--- config.mk ---
export PLATFORM = sky130hd
export DESIGN_NAME = sr_cmd_driver
export DESIGN_NICKNAME = d
export VERILOG_FILES = /design/src/rtl/sr_cmd_driver.sv
export SDC_FILE = /design/constraint.sdc
export NUM_CORES = 1
export LEC_CHECK = 0
export CAP_MARGIN = 0
export CORE_AREA = 3 3 77 79
export DETAILED_ROUTE_END_ITERATION = 12
export DIE_AREA = 0 0 80 82
export DONT_BUFFER_PORTS = 1
export PLACE_DENSITY_LB_ADDON = 0.05
export SYNTH_ARGS = -nofsm -noshare
export SYNTH_HDL_FRONTEND = slang
export SYNTH_SLANG_ARGS = --single-unit
--- constraint.sdc ---
create_clock -name clk -period 1.7 [get_ports clk]
set_input_delay 0.425 -clock clk [delete_from_list [all_inputs] [get_ports clk]]
set_output_delay 0.425 -clock clk [all_outputs]
set_load 0.005 [all_outputs]
--- src/rtl/sr_cmd_driver.sv ---
// Command stage for an SR flip-flop: conditions set/clear/toggle buttons,
// arbitrates them and issues single-cycle, mutually exclusive s/r pulses.
module sr_cmd_driver #(
  parameter int unsigned DEB_CYCLES   = 4,
  parameter bit          CLR_PRIORITY = 1'b1
) (
  input  logic clk,
  input  logic rst,
  input  logic set_btn,
  input  logic clr_btn,
  input  logic tgl_btn,
  input  logic q_fb,
  output logic s,
  output logic r,
  output logic busy,
  output logic conflict
);

  localparam int unsigned NBTN  = 3;
  localparam int unsigned CNT_W = 8;
  localparam int unsigned BSET  = 0;
  localparam int unsigned BCLR  = 1;
  localparam int unsigned BTGL  = 2;
  localparam logic [CNT_W-1:0] CNT_LAST = CNT_W'(DEB_CYCLES - 1);

  typedef enum logic [1:0] {
    IDLE  = 2'd0,
    DRIVE = 2'd1,
    HOLD1 = 2'd2,
    HOLD2 = 2'd3
  } state_t;

  logic [NBTN-1:0]  btn;
  logic [NBTN-1:0]  sync1;
  logic [NBTN-1:0]  sync2;
  logic [NBTN-1:0]  deb;
  logic [NBTN-1:0]  deb_q;
  logic [CNT_W-1:0] cnt [NBTN];
  logic [NBTN-1:0]  req;
  logic [NBTN-1:0]  pend;
  logic [NBTN-1:0]  pend_nxt;
  logic [NBTN-1:0]  eff;

  state_t state;
  state_t state_nxt;
  logic   s_nxt;
  logic   r_nxt;
  logic   conflict_nxt;
  logic   busy_nxt;

  assign btn = {tgl_btn, clr_btn, set_btn};

  // Two-flop synchronizer and per-button debounce; deb flips after
  // DEB_CYCLES consecutive disagreeing samples.
  always_ff @(posedge clk) begin
    if (rst) begin
      sync1 <= '0;
      sync2 <= '0;
      deb   <= '0;
      deb_q <= '0;
      for (int unsigned i = 0; i < NBTN; i++) begin
        cnt[i] <= '0;
      end
    end else begin
      sync1 <= btn;
      sync2 <= sync1;
      deb_q <= deb;
      for (int unsigned i = 0; i < NBTN; i++) begin
        if (sync2[i] != deb[i]) begin
          if (cnt[i] == CNT_LAST) begin
            deb[i] <= ~deb[i];
            cnt[i] <= '0;
          end else begin
            cnt[i] <= cnt[i] + CNT_W'(1);
          end
        end else begin
          cnt[i] <= '0;
        end
      end
    end
  end

  // Request is the rising edge of the debounced level only.
  assign req = deb & ~deb_q;
  assign eff = pend | req;

  always_ff @(posedge clk) begin
    if (rst) begin
      state    <= IDLE;
      pend     <= '0;
      s        <= 1'b0;
      r        <= 1'b0;
      conflict <= 1'b0;
      busy     <= 1'b0;
    end else begin
      state    <= state_nxt;
      pend     <= pend_nxt;
      s        <= s_nxt;
      r        <= r_nxt;
      conflict <= conflict_nxt;
      busy     <= busy_nxt;
    end
  end

  // Arbitration happens only in IDLE; everything pending is consumed there.
  always_comb begin
    state_nxt    = state;
    pend_nxt     = pend | req;
    s_nxt        = 1'b0;
    r_nxt        = 1'b0;
    conflict_nxt = 1'b0;
    case (state)
      IDLE: begin
        if (|eff) begin
          state_nxt = DRIVE;
          pend_nxt  = '0;
          if (eff[BSET] && eff[BCLR]) begin
            conflict_nxt = 1'b1;
            if (CLR_PRIORITY) r_nxt = 1'b1;
            else              s_nxt = 1'b1;
          end else if (eff[BSET]) begin
            s_nxt = 1'b1;
          end else if (eff[BCLR]) begin
            r_nxt = 1'b1;
          end else if (q_fb) begin
            r_nxt = 1'b1;
          end else begin
            s_nxt = 1'b1;
          end
          // Toggle alongside an explicit command is dropped.
          if (eff[BTGL] && (eff[BSET] || eff[BCLR])) conflict_nxt = 1'b1;
        end
      end
      DRIVE:   state_nxt = HOLD1;
      HOLD1:   state_nxt = HOLD2;
      HOLD2:   state_nxt = IDLE;
      default: state_nxt = IDLE;
    endcase
    busy_nxt = (state_nxt != IDLE);
  end

endmodule

==> results of run 1 <==
## power groups by stage
stage	logic [W]	clock network [W]	registers [W]
floorplan	0.000173	0	0.00126
global placement	0.000215	0	0.00127
detailed placement	0.000219	0	0.00127
CTS	0.000221	0.000697	0.00125
global route	0.000248	0.000760	0.00125
finish	0.000219	0.000664	0.00124
## path summary, 6_finish.rpt
check                           from                       to  slack [ns]  depth (start not counted)
max          cnt[0][4]$_SDFFCE_PP0P_  cnt[0][7]$_SDFFCE_PP0P_        0.20                          4
min                              rst      sync2[0]$_SDFF_PP0_        0.19                          1
max reg2reg  cnt[0][4]$_SDFFCE_PP0P_  cnt[0][7]$_SDFFCE_PP0P_        0.20                          4
min reg2reg      sync1[1]$_SDFF_PP0_      sync2[1]$_SDFF_PP0_        0.44                          1
## routing by layer
layer	GRT usage	up-vias	routed length, um
met5	0	-	0
met4	0.0405	0	36
met3	0.0439	4	108
met2	0.155	12	1300
met1	0.126	560	1470
li1	-	644	-
## synth_stat cells (all sizes together)
cell	count	area, um^2
clkbuf	1	3.75
inv	10	37.5
a2111oi	1	27.5
nor2	28	105
nand3	20	100
or2	1	6.26
a31oi	1	6.26
ha	5	62.6
nor3	4	20.0
o21ai	2	10.0
and4	1	8.76
nor4b	1	8.76
nor4	2	12.5
conb	1	3.75
and3	6	37.5
dfxtp	21	420
nand3b	1	7.51
mux2i	2	20.0
a21oi	5	32.5
edfxtp	24	721
xnor2	3	26.3
nor3b	1	7.51
maj3	1	10.0
nor2b	10	62.6
nand2	7	26.3
xor2	18	158
## through the flow
step	area, um^2	utilization
2_1_floorplan	2030	-
3_3_place_gp	2130	0.394
3_5_place_dp	2130	0.394
4_1_cts	2220	0.412
5_1_grt	2230	0.413
6_report	2230	0.413
## area by class of cell
cell class	instances	area, um^2
clock buffers	5	68.8
clock inverters	3	20.0
fillers	555	3180
inverters	10	37.5
multi-input cells	144	857
flip-flops and latches	45	1140
well taps	72	90.1
repair buffers	2	15.0
## kinds of logic after synthesis
family          count (synthesis)  share of synthesized area
compound gates                  9                     0.0393
buf+inv                        11                     0.0213
other cells                     1                    0.00193
simple gates                   82                      0.207
xor+xnor                       21                     0.0947
flops                          45                      0.588
mux                             2                     0.0103
fa+ha+maj                       6                     0.0374
## flip-flops by register name, indices dropped and copies added (netlist names)
register / count
r: 1
deb_q: 3
conflict: 1
sync2: 3
deb: 3
state: 2
cnt: 24
busy: 1
s: 1
sync1: 3
pend: 3
## repair_timing
item,CTS,global route
gates resized for setup,1,1
endpoints found under the hold margin,0,0
buffers inserted,0,0
endpoints found under the setup margin,1,6
==> impl_metrics.json, run 1 <==
{
  "netlist_area_um2": 1940,
  "p_comb_frac": 0.103,
  "grt_max_degree": 18,
  "power.switching_w": 0.000524,
  "p_int_w": 0.00160,
  "outcome": "finished, final reports clean",
  "max_freq_mhz": 666,
  "fin_worst_skew_ns": 0.00619,
  "die_y_um": 82,
  "gp_congestion": 0.701,
  "drt_wl_total_mm": 2.90,
  "power_density_nw_per_um2": 954,
  "clock_latency_ns": 0.30,
  "fp.dieArea_um2": 6560,
  "synth-seq-cells": 45,
  "cts_max_level": 2,
  "synth_cell_types": 28,
  "vias": 1220,
  "final_cell_mix": "28 x nor2_1, 24 x edfxtp_1, 24 x conb_1",
  "finalHoldViolCount": 0,
  "cp.required_ns": 1.75,
  "sequentialPowerShare": 0.585,
  "grt_pass1_vias": 1136,
  "io_buffer_count": 0,
  "syn_area_per_cell_um2": 11.0,
  "p_clk_frac": 0.312,
  "critPathCaptureType": "flop",
  "drt_iter0_drc": 33,
  "ctsLongestPathBuffers": 2,
  "crit_top_cell": "nand3_1",
  "placed_cells": 273,
  "crit_type": "flop to flop",
  "worst-path-max-fanout": 5,
  "crit_buf_inv": 0,
  "cts_tree": "done",
  "clockRootBuffer": "clkbuf_8",
  "rsz0062_at_grt": "no",
  "synth-seq-area-share": 0.588,
  "grt_use_total": 0.101,
  "whs_ns": 0.186,
  "core_um2": 5410,
  "worst_ep_arrival_time_ns": 1.55,
  "yosysWarnings": 0,
  "cts.clk_slew.worst_paths_ns": 0.09,
  "period_share": 0.883,
  "dp_hpwl_mm": 2.11,
  "drive_gt1_frac": 0.0861,
  "cap_viol_max_count": 0,
  "path_cells": "nor4_1 > nand3_1 > nand3_1 > nor2_1",
  "drc": 0,
  "dr.pass1.iters": 6,
  "finalSetupViolations": 0,
  "crit_family": "simple AND/OR/NAND/NOR gates",
  "setup_ws_ns": 0.199,
  "hold_buffers": 0,
  "antenna_found_initial": 0,
  "finalNonFillerCells": 281,
  "overflow": 0,
  "initial_core_util": 0.359,
  "ant_nets": 0,
  "via_per_inst": 4.34,
  "hold_path.class": "input port to flop",
  "synthCells": 177,
  "nets": 219,
  "vdd_drop_max_mv": 0.473,
  "slowest_delay_ns": 0.45,
  "cts_made_buffers": 5,
  "num_antenna_cells": 0,
  "routedWlPerCell_um": 10.3,
  "core.rowCount": 27,
  "cts.sinks": 45,
  "pre_cts_ws_ns": 0.0164,
  "syn2layout_area_growth_pct": 14.8,
  "fin_crit_ns": 1.50,
  "die_width_um": 80,
  "netSwitchingFraction": 0.247,
  "p_leak_nw": 0.869,
  "fin_tns_setup_ns": 0,
  "io_pins": 10,
  "final-max-slew-violation-count": 0,
  "start_kind": "flop",
  "grt_pass1_wl_mm": 5.08,
  "total_power_w": 0.00213,
  "final_common_cell": "nor2_1",
  "crit_slowest_cell": "edfxtp_1"
}
(Power assumes the default switching activity.)
==> run 2, diff against run 1 <==
--- a/config.mk
+++ b/config.mk
@@ -5,8 +5,10 @@
 export SDC_FILE = /design/constraint.sdc
 export NUM_CORES = 1
 export LEC_CHECK = 0
+export ABC_CLOCK_PERIOD_IN_PS = 1600
 export CAP_MARGIN = 0
 export CORE_AREA = 3 3 77 79
+export CTS_CLUSTER_SIZE = 28
 export DETAILED_ROUTE_END_ITERATION = 12
 export DIE_AREA = 0 0 80 82
 export DONT_BUFFER_PORTS = 1
==> constraint.sdc (replaced) <==
create_clock -name clk -period 1.6 [get_ports clk]
set_input_delay 0.4 -clock clk [delete_from_list [all_inputs] [get_ports clk]]
set_output_delay 0.4 -clock clk [all_outputs]
set_load 0.005 [all_outputs]
==> impl_metrics.json, run 2 (synthesis results as in run 1) <==
{
  "r2r_end": "cnt[0][7]$_SDFFCE_PP0P_",
  "placed_area_um2": 2170,
  "power_density_nw_per_um2": 1070,
  "fin_crit_ns": 1.44,
  "finalHoldViolCount": 0,
  "hold_path.class": "input port to flop",
  "p_leak_nw": 0.915,
  "fin_tns_setup_ns": 0,
  "cts.clk_slew.worst_paths_ns": 0.09,
  "final_cell_mix": "28 x nor2_1, 24 x edfxtp_1, 24 x conb_1",
  "hold_buffers": 0,
  "grt_pass1_vias": 1246,
  "slowest_delay_ns": 0.43,
  "drive_gt1_frac": 0.107,
  "dp_hpwl_mm": 2.31,
  "start_kind": "flop",
  "syn2layout_area_growth_pct": 18.9,
  "final_common_cell": "nor2_1",
  "finalSetupViolations": 0,
  "outcome": "finished, final reports clean",
  "drc": 0,
  "fp.dieArea_um2": 6560,
  "initial_core_util": 0.359,
  "crit_top_cell": "nand3_1",
  "drt_wl_total_mm": 3.10,
  "grt_pass1_wl_mm": 5.25,
  "cts_tree": "done",
  "reg2reg_slack_ns": 0.16,
  "clockRootBuffer": "clkbuf_8",
  "routedWlPerCell_um": 10.8,
  "crit_type": "flop to flop",
  "die_y_um": 82,
  "fin_worst_skew_ns": 0.0110,
  "crit_family": "simple AND/OR/NAND/NOR gates",
  "ant_nets": 0,
  "grt_max_degree": 18,
  "antenna_found_initial": 0,
  "largest_reg_flops": 24,
  "nets": 225,
  "whs_ns": 0.159,
  "worstReg2RegStart": "cnt[0][4]$_SDFFCE_PP0P_",
  "cap_viol_max_count": 0,
  "clock_latency_ns": 0.30,
  "final-max-slew-violation-count": 0,
  "crit_slowest_cell": "edfxtp_1",
  "worst-path-max-fanout": 5,
  "core.rowCount": 27,
  "hp-start": "rst",
  "io_pins": 10,
  "num_antenna_cells": 0,
  "worst_ep_arrival_time_ns": 1.49,
  "critPathCaptureType": "flop",
  "grt_use_total": 0.105,
  "path_cells": "nor4_1 > nand3_1 > nand3_1 > nor2_1",
  "dr.pass1.iters": 4,
  "cts_max_level": 2,
  "crit_start": "cnt[0][4]$_SDFFCE_PP0P_",
  "hold_path_end": "sync1[0]$_SDFF_PP0_",
  "fin_util": 0.427,
  "worstRegToRegCells": 4,
  "io_buffer_count": 0,
  "period_share": 0.899,
  "via_per_inst": 4.34,
  "drt_iter0_drc": 25,
  "whs_path_depth": 1,
  "cts.sinks": 45,
  "overflow": 0,
  "crit_buf_inv": 0,
  "die_width_um": 80,
  "top_register": "cnt",
  "fin_area_um2": 2310,
  "total_power_w": 0.00246,
  "cp.required_ns": 1.65,
  "vias": 1246,
  "vdd_drop_max_mv": 0.542,
  "cts_made_buffers": 5,
  "gp_congestion": 0.779,
  "ctsLongestPathBuffers": 2,
  "max_freq_mhz": 695,
  "core_um2": 5410
}
## run 2: area by class of cell
| type | count | area [um^2] |
|---|---|---|
| Clock buffer | 7 | 119 |
| Clock inverter | 1 | 8.76 |
| Fill cell | 556 | 3100 |
| Inverter | 10 | 37.5 |
| Multi-Input combinational cell | 144 | 852 |
| Sequential cell | 45 | 1140 |
| Tap cell | 72 | 90.1 |
| Timing Repair Buffer | 8 | 60.1 |
## run 2: timing repair
| action | 4_1_cts | 5_1_grt |
|---|---|---|
| hold endpoints to repair | 0 | 0 |
| endpoints found under the setup margin | 0 | 6 |
| setup buffers | 0 | 0 |
| resized for setup | 0 | 1 |
## run 2: worst max-delay path by stage
stage	cells past startpoint	endpoint	slack (ns)
global route	5	cnt[1][5]$_SDFFCE_PP0P_	-0.03
global placement	5	cnt[1][6]$_SDFFCE_PP0P_	0.09
CTS	5	cnt[1][5]$_SDFFCE_PP0P_	0.01
finish	4	cnt[0][7]$_SDFFCE_PP0P_	0.16
detailed placement	5	cnt[1][6]$_SDFFCE_PP0P_	0.02
floorplan	5	cnt[1][2]$_SDFFCE_PP0P_	0.11
## run 2: per-layer routing
layer	part of all wire	wire length [um]	vias to the layer above	GRT usage
met5	0	0	-	0
li1	-	-	655	-
met1	0.45	1400	573	0.111
met2	0.50	1540	13	0.192
met4	0.018	57	0	0.0507
met3	0.033	103	5	0.0296
## run 2: through the flow
stage / cells / worst slack (ns)
after floorplan: 200 / 0.111
after CTS: 287 / 0.0130
after global placement: 279 / 0.0874
final: 287 / 0.162
after global routing: 287 / -0.0283
after detailed placement: 279 / 0.0245
## run 2: power by group
part	switching (W)	internal, W
Sequential	0.0000427	0.00128
Clock	0.000397	0.000503
Combinational	0.000123	0.000120
Total	0.000563	0.00190
## run 2: worst register-to-register path: stages (launching register included)
cell      delay, ns
edfxtp_1       0.43
nor4_1         0.30
nand3_1        0.16
nand3_1        0.22
nor2_1         0.08
==> run 3, diff against run 2 <==
--- a/config.mk
+++ b/config.mk
@@ -12,7 +12,7 @@
 export DETAILED_ROUTE_END_ITERATION = 12
 export DIE_AREA = 0 0 80 82
 export DONT_BUFFER_PORTS = 1
-export PLACE_DENSITY_LB_ADDON = 0.05
+export PLACE_DENSITY = 0.62
 export SYNTH_ARGS = -nofsm -noshare
 export SYNTH_HDL_FRONTEND = slang
 export SYNTH_SLANG_ARGS = --single-unit
==> impl_metrics.json, run 3 (synthesis results as in run 1) <==
{
  "fin_tns_setup_ns": 0,
  "vias": 1246,
  "via_per_inst": 4.34,
  "power_density_nw_per_um2": 999,
  "clockRootBuffer": "clkbuf_8",
  "crit_start": "cnt[1][1]$_SDFFCE_PP0P_",
  "overflow": 0,
  "crit_family": "simple AND/OR/NAND/NOR gates",
  "hold_buffers": 0,
  "drive_gt1_frac": 0.116,
  "gp_congestion": 0.781,
  "grt_use_total": 0.106,
  "cap_viol_max_count": 0,
  "dr.pass1.iters": 4,
  "drt_wl_total_mm": 2.94,
  "dp_hpwl_mm": 2.22,
  "core_um2": 5410,
  "cts.sinks": 45,
  "final_common_cell": "nor2_1",
  "core.rowCount": 27,
  "cts_tree": "done",
  "grt_pass1_vias": 1248,
  "worst_ep_arrival_time_ns": 1.51,
  "p_leak_nw": 0.902,
  "rsz0062_at_grt": "no",
  "nets": 225,
  "drt_iter0_drc": 52,
  "finalSetupViolations": 0,
  "hold_path.class": "input port to flop",
  "antenna_found_initial": 0,
  "critPathCaptureType": "flop",
  "cts_made_buffers": 5,
  "finalHoldViolCount": 0,
  "initial_core_util": 0.359,
  "vdd_drop_max_mv": 0.801,
  "num_antenna_cells": 0,
  "crit_type": "flop to flop",
  "drc": 0,
  "syn2layout_area_growth_pct": 17.8,
  "cts_max_level": 2,
  "routedWlPerCell_um": 10.2,
  "fin_crit_ns": 1.45,
  "fp.dieArea_um2": 6560,
  "path_cells": "ha_1 > nor4b_1 > nand2_1 > nand3_2 > nor2_1",
  "cp.required_ns": 1.65,
  "worst-path-max-fanout": 6,
  "die_width_um": 80,
  "fin_worst_skew_ns": 0.00579,
  "final-max-slew-violation-count": 0,
  "final_cell_mix": "28 x nor2_1, 24 x edfxtp_1, 24 x conb_1",
  "io_pins": 10,
  "outcome": "finished, final reports clean",
  "largest_reg_flops": 24,
  "fill_cells": 528,
  "worstReg2RegStart": "cnt[1][1]$_SDFFCE_PP0P_",
  "io_buffer_count": 0,
  "top_register": "cnt",
  "max_freq_mhz": 687,
  "ant_nets": 0,
  "crit_buf_inv": 0,
  "reg2reg_slack_ns": 0.15,
  "cts.clk_slew.worst_paths_ns": 0.08,
  "grt_pass1_wl_mm": 5.31,
  "start_kind": "flop",
  "die_y_um": 82,
  "clock_latency_ns": 0.29,
  "slowest_delay_ns": 0.36,
  "crit_slowest_cell": "edfxtp_1",
  "grt_max_degree": 18,
  "hp-start": "rst",
  "ctsLongestPathBuffers": 2,
  "period_share": 0.909,
  "whs_ns": 0.164
}
==> run 3: per-layer routing <==
metal  track usage  routed length [um]
met4        0.0490                  41
met5             0                   0
met1         0.132                1410
met3        0.0406                 139
met2         0.162                1350
==> run 3: where the power goes <==
group / leakage [nW] / total [W] / internal [W] / switching [W]
Clock: 0.0512 / 0.000723 / 0.000350 / 0.000373
Sequential: 0.419 / 0.00132 / 0.00128 / 0.0000427
Combinational: 0.432 / 0.000244 / 0.000122 / 0.000122
Total: 0.902 / 0.00229 / 0.00175 / 0.000538
==> run 3: repair_timing <==
| item | CTS | global route |
|---|---|---|
| buffers inserted | 0 | 0 |
| endpoints found under the setup margin | 0 | 13 |
| resized for setup | 0 | 3 |
==> run 3: path summary, 6_finish.rpt <==
| check | cells past startpoint | endpoint |
|---|---|---|
| setup / recovery | 5 | cnt[1][6]$_SDFFCE_PP0P_ |
| hold / removal | 1 | sync1[0]$_SDFF_PP0_ |
| setup reg to reg | 5 | cnt[1][6]$_SDFFCE_PP0P_ |
| hold reg to reg | 1 | sync2[0]$_SDFF_PP0_ |
==> run 3: area by class of cell <==
type | instances | area, um^2 | share of cell area
well taps | 72 | 90.1 | 0.0394
repair buffers | 8 | 60.1 | 0.0263
clock buffers | 6 | 82.6 | 0.0361
multi-input cells | 144 | 862 | 0.377
clock inverters | 2 | 13.8 | 0.00602
inverters | 10 | 37.5 | 0.0164
flip-flops and latches | 45 | 1140 | 0.499
==> run 3: per-stage QoR <==
step	total power, W	std cells	instance area [um^2]	worst slack [ns]	util
global placement	0.00158	279	2170	0.104	0.402
finish	0.00229	287	2290	0.145	0.423
floorplan	0.00152	200	2030	0.111	-
CTS	0.00232	287	2270	0.0565	0.420
global route	0.00243	287	2290	0.00827	0.423
detailed placement	0.00159	279	2170	0.0649	0.402
==> run 3: worst register-to-register path: stages, from the launching register on <==
cell,delay (ns)
edfxtp_1,0.36
ha_1,0.17
nor4b_1,0.32
nand2_1,0.14
nand3_2,0.15
nor2_1,0.07
